<file path="src/rtl/psum_drain_seq.sv">
// psum_drain_seq: holds a 16-word partial-sum snapshot and steps the 16:1 output mux
// select through words 0..drain_len, one valid/ready beat per word.
module psum_drain_seq #(
    parameter int DATA_W    = 32,
    parameter int NUM_WORDS = 16
) (
    input  logic                        clk,
    input  logic                        rst_n,
    input  logic                        load_valid,
    output logic                        load_ready,
    input  logic [DATA_W*NUM_WORDS-1:0] load_data,
    input  logic [3:0]                  drain_len,
    output logic [DATA_W-1:0]           buf_data_0,
    output logic [DATA_W-1:0]           buf_data_1,
    output logic [DATA_W-1:0]           buf_data_2,
    output logic [DATA_W-1:0]           buf_data_3,
    output logic [DATA_W-1:0]           buf_data_4,
    output logic [DATA_W-1:0]           buf_data_5,
    output logic [DATA_W-1:0]           buf_data_6,
    output logic [DATA_W-1:0]           buf_data_7,
    output logic [DATA_W-1:0]           buf_data_8,
    output logic [DATA_W-1:0]           buf_data_9,
    output logic [DATA_W-1:0]           buf_data_10,
    output logic [DATA_W-1:0]           buf_data_11,
    output logic [DATA_W-1:0]           buf_data_12,
    output logic [DATA_W-1:0]           buf_data_13,
    output logic [DATA_W-1:0]           buf_data_14,
    output logic [DATA_W-1:0]           buf_data_15,
    output logic [3:0]                  sel,
    output logic                        out_valid,
    input  logic                        out_ready,
    output logic                        out_last,
    output logic                        drain_done
);
    typedef enum logic {IDLE, DRAIN} state_t;

    state_t            state, state_nx;
    logic [DATA_W-1:0] hold_q [NUM_WORDS];
    logic [3:0]        len_q;
    logic              load_acc, beat, last_beat;

    always_ff @(posedge clk) begin
        if (!rst_n) state <= IDLE;
        else        state <= state_nx;
    end

    // Handshake controls depend only on registered state; out_ready only gates the transition.
    always_comb begin
        state_nx   = state;
        load_ready = state == IDLE;
        out_valid  = state == DRAIN;
        out_last   = out_valid && sel == len_q;
        load_acc   = load_ready && load_valid;
        beat       = out_valid && out_ready;
        last_beat  = beat && out_last;
        if (load_acc)       state_nx = DRAIN;
        else if (last_beat) state_nx = IDLE;
    end

    always_ff @(posedge clk) begin
        if (!rst_n) begin
            for (int i = 0; i < NUM_WORDS; i++) hold_q[i] <= '0;
            len_q      <= '0;
            sel        <= '0;
            drain_done <= 1'b0;
        end else begin
            drain_done <= last_beat;
            if (load_acc) begin
                for (int i = 0; i < NUM_WORDS; i++) hold_q[i] <= load_data[DATA_W*i +: DATA_W];
                len_q <= drain_len;
                sel   <= '0;
            end else if (beat) begin
                sel <= out_last ? 4'd0 : sel + 4'd1;
            end
        end
    end

    assign buf_data_0  = hold_q[0];
    assign buf_data_1  = hold_q[1];
    assign buf_data_2  = hold_q[2];
    assign buf_data_3  = hold_q[3];
    assign buf_data_4  = hold_q[4];
    assign buf_data_5  = hold_q[5];
    assign buf_data_6  = hold_q[6];
    assign buf_data_7  = hold_q[7];
    assign buf_data_8  = hold_q[8];
    assign buf_data_9  = hold_q[9];
    assign buf_data_10 = hold_q[10];
    assign buf_data_11 = hold_q[11];
    assign buf_data_12 = hold_q[12];
    assign buf_data_13 = hold_q[13];
    assign buf_data_14 = hold_q[14];
    assign buf_data_15 = hold_q[15];
endmodule

</file>
<file path="config.mk">
export PLATFORM = sky130hd
export DESIGN_NAME = psum_drain_seq
export DESIGN_NICKNAME = d
export VERILOG_FILES = /design/src/rtl/psum_drain_seq.sv
export SDC_FILE = /design/constraint.sdc
export NUM_CORES = 1
export LEC_CHECK = 0
export ABC_CLOCK_PERIOD_IN_PS = 11440
export CORE_AREA = 8 8 397 399
export CTS_CLUSTER_DIAMETER = 80
export CTS_CLUSTER_SIZE = 28
export DETAILED_ROUTE_END_ITERATION = 10
export DIE_AREA = 0 0 405 407
export HOLD_SLACK_MARGIN = 0.02
export PLACE_DENSITY = 0.34
export RECOVER_POWER = 50
export SYNTH_ARGS = -nofsm -noshare
export SYNTH_HDL_FRONTEND = slang
export SYNTH_SLANG_ARGS = --single-unit
export TNS_END_PERCENT = 100
</file>
<file path="constraint.sdc">
create_clock -name clk -period 11.44 [get_ports clk]
set_input_delay 1.144 -clock clk [delete_from_list [all_inputs] [get_ports clk]]
set_output_delay 1.144 -clock clk [all_outputs]
set_load 0.01 [all_outputs]
</file>
## Yosys cells after proc, flatten, opt, wreduce, memory -nomap -nowiden

Memories as Yosys holds them, arrays and structs flattened.
Cells that the tools add are included.

| word-level totals | value |
|---|---|
| bits in registers | 10 |
| bits in writable memories | 512 |
| input port bits | 520 |
| output and inout port bits | 520 |
| logic and storage cells | 54 |
| memories kept | 1 |

Memory list:

| name | depth | width | rd ports | clocked after memory_dff | wr ports | line | text |
|---|---|---|---|---|---|---|---|
| hold_q | 16 | 32 | 16 | 0 | 16 | 38 | `logic [DATA_W-1:0] hold_q [NUM_WORDS];` |

| operators by class | value |
|---|---|
| $add $sub $neg | 1 |
| eq/ne operators | 1 |
| mux-type cells | 23 |
| bitwise operators | 18 |
| reductions and logical operators | 6 |

Operators with widths:

| kind | number |
|---|---|
| $mux 32 | 16 |
| $or 1x1->1 | 16 |
| $mux 1 | 6 |
| $add 4x1->4 const B | 1 |
| $eq 4x4->1 | 1 |
| $logic_and 1x1->1 | 4 |
| $mux 4 | 1 |
| $not 1->1 | 2 |
| $reduce_bool 2->1 | 1 |
| $reduce_or 2->1 | 1 |

## Depth between registers and ports, before layout

| depth | value |
|---|---|
| depth after elaboration | 6 |
| gate-level depth with buffers | 6 |
| depth with buffers taken out | 5 |

## Least setup slack after synthesis

OpenSTA, ideal clock, no wires.

| timing | value |
|---|---|
| kind | input -> register |
| start | input load_valid |
| end | memory hold_q[0][0], enable pin |
| setup time | 0.862 ns |
| data arrival time | 11.313 ns |
| required time | 10.578 ns |
| setup slack | -0.735 ns |
| stages on the path | 3 |
| buffers on the path | 0 |
| path through | nand2_1 > and2_1 > inv_1 |

RTL lines:

| what | line | text |
|---|---|---|
| start, declared | 9 | `input logic load_valid,` |
| end, declared | 38 |  |

==> flow_summary.yaml <==
layout:
  seqCellArea_um2: 15600
  multiInputGateArea_um2: 3440
  num-fill-cells: 16100
  final_cell_mix: "clkdlybuf4s50_1, edfxtp_1, dlygate4sd3_1"
  drive_gt1_share_pct: 4.47
  synthToLayoutAreaGrowth_pct: 75.8
  final_common_cell: "clkdlybuf4s50_1"
  fin_nets: 2694
  stdcell_area_um2: 33800
drt:
  drt-met1-wl_um: 34400
  drc: 0
  route.met3.wl_um: 10300
  via_count: 13400
  avgRoutedWirePerCell_um: 23.5
  totalWireLength_um: 100000
  viasPerCell: 3.13
  met2WireLength_um: 52500
  top_layer: "met5"
  first_iter_violations: 588
  ant_nets: 0
  dr.pass1.iters: 6
logic_synthesis:
  yosys-top-cells-area: "edfxtp_1, and2_1, dfxtp_1"
  seq_area_frac_synth_pct: 81.0
  synth_nets: 1648
  synth_top_area_share_pct: 79.9
  yosys.area.top_type: "edfxtp_1"
  synth_cell_type_count: 25
  synth_edf_count: 512
  synth_warnings: 0
  postSynthAreaPerCell_um2: 17.1
  netlist_instances: 1127
  ys_ff_latch: 522
  synth_ff_type: "edfxtp_1"
  async_flop_share_pct: 0
  synthesis.area_um2: 19200
clocking:
  cts_tree: "built"
  clock_sinks: 522
  clockBufferDepth: 3
  cts-root-buf: "clkbuf_16"
  cts-resized-gates: 0
  post_cts_buffers: 0
  cts-hold-fix-buffers: 0
  insertion_delay_ns: 0.65
  cts_made_buffers: 50
  cts.reportedPaths.clkPinSlew_ns: 0.08
  htreeDepth: 2
timing:
  final_hold_viol_count: 0
  finalWorstSetupSlack_ns: 4.47
  skew_ns: 0.0190
  relSlewSlack_pct: -170
  setup-violations-final: 0
  timing.final.crit_share_pct: 61.0
  worst_pin_slew_ns: 4.05
  rsz0062_at_grt: "false"
  clock.fmax_ghz: 0.143
  setup_tns_ns: 0
  period_minus_slack_ns: 6.97
  drv_slew: 259
die:
  die-area_um2: 165000
  boundaryPins: 1040
  die_w_um: 405
  start_util_pct: 12.7
  coreArea_um2: 151000
  die_h_um: 407
  num_rows: 143
power_and_ir_drop:
  pwr-share-comb_pct: 14.8
  switching_share_pct: 26.4
  powerDensity_nw_per_um2: 143
  leakagePower_uw: 0.0126
  power_frac_clock_pct: 37.2
  peakVddDrop_mv: 0.0936
  internal_power_uw: 3550
  p_seq_share_pct: 48.1
  p_sw_uw: 1270
global_route:
  antenna_found_initial: 63
  grt_pass1_wl_um: 131000
  grt_pass1_vias: 14800
  grt_max_degree: 246
  grt_overflow: 0
  grtUsageTotal_pct: 11.5
critical_path:
  cpPeakStageDelay_ns: 2.83
  path_class: "input port to flip-flop"
  cp_common_cell: "clkbuf_1"
  worstSetupStartpointType: "input port"
  path_cells: "clkbuf_1 -> and2_0 -> clkinvlp_2 -> clkbuf_1 -> buf_4"
  worstPathArrival_ns: 7.23
  crit_slowest_cell: "clkbuf_1"
  rr_worst_depth: 6
  crit_required_ns: 11.69
  worstSetupEndpointType: "flip-flop"
  crit_fanout: 81
min_path:
  hold_path_class: "flip-flop to flip-flop"
  hold_depth: 1
job:
  cap_violations: 4
placement:
  dp_hpwl_um: 80900
  place.gp.congestion: 0.844
  place_area_um2: 32100
  portBuffers: 1039
  pre_cts_ws_ns: 6.08
status:
  violations: "max-capacitance violations, max-slew violations"
  status: "finished with violations"
[Yosys cell counts, types with 2 or more instances]
master / number
clkbuf_1: 53
edfxtp_1: 512
nor2_1: 2
nand2_1: 5
a31oi_1: 3
a22o_1: 4
dfxtp_1: 10
buf_2: 4
and2_1: 513
nand3_1: 2
xor2_1: 4
inv_1: 2
[sequential cells by signal (all words and copies together) (netlist names)]
| name | flops |
|---|---|
| drain_done | 1 |
| hold_q | 512 |
| len_q | 4 |
| out_valid | 1 |
| sel | 4 |
[critical path: cells and delay by family]
family	cells	cell delay, ns
simple gates	1	0.60
buf+inv	4	5.19
[per-stage QoR]
| stage | std cells | total power (µW) | utilization (%) | hold slack, ns |
|---|---|---|---|---|
| floorplan | 1127 | 2590 | - | 0.470 |
| global placement | 4151 | 3160 | 21.2 | 0.493 |
| detailed placement | 4151 | 3160 | 21.2 | 0.493 |
| CTS | 4243 | 5010 | 22.3 | 0.508 |
| global route | 4259 | 5040 | 22.4 | 0.516 |
| finish | 4268 | 4830 | 22.4 | 0.503 |
[path summary, 6_finish.rpt]
kind                                start             end  slack [ns]
worst max-delay path                rst_n  hold_q[0][358]        4.47
worst min-delay path             len_q[3]        len_q[3]        0.50
worst max register to register  out_valid  hold_q[0][358]        5.74
worst min register to register   len_q[3]        len_q[3]        0.50
[final cells by class]
cell class | count | area share [%]
Sequential cell | 522 | 46.0
Clock inverter | 38 | 1.31
Tap cell | 2030 | 7.51
Multi-Input combinational cell | 546 | 10.2
Timing Repair Buffer | 1051 | 31.0
Inverter | 2 | 0.0259
Antenna cell | 25 | 0.185
Clock buffer | 54 | 3.74
[logic make-up (layout without fill, tap and decap cells)]
family	Yosys count	count (layout)	synth area share (%)
AND/OR/NAND/NOR	530	530	17.2
flip-flops	522	522	81.0
buffers and inverters	59	1145	1.18
AO/OA/AOI/OAI	11	11	0.423
XOR/XNOR	4	4	0.182
adder cells (fa/ha/maj)	1	1	0.0650
other	0	25	0
[layer usage]
layer	vias up	GRT usage (%)
met5	-	0
met4	18	4.95
met3	158	5.15
met2	618	20.3
met1	6505	11.6
li1	6077	-
[power by group through the flow]
stage / combinational (µW) / clock [µW] / sequential (µW)
6_report: 713 / 1790 / 2320
5_1_grt: 765 / 1930 / 2340
4_1_cts: 793 / 1890 / 2330
3_5_place_dp: 789 / 0 / 2370
3_3_place_gp: 791 / 0 / 2370
2_1_floorplan: 108 / 0 / 2480
No activity file was read; power rests on OpenSTA's default activity.
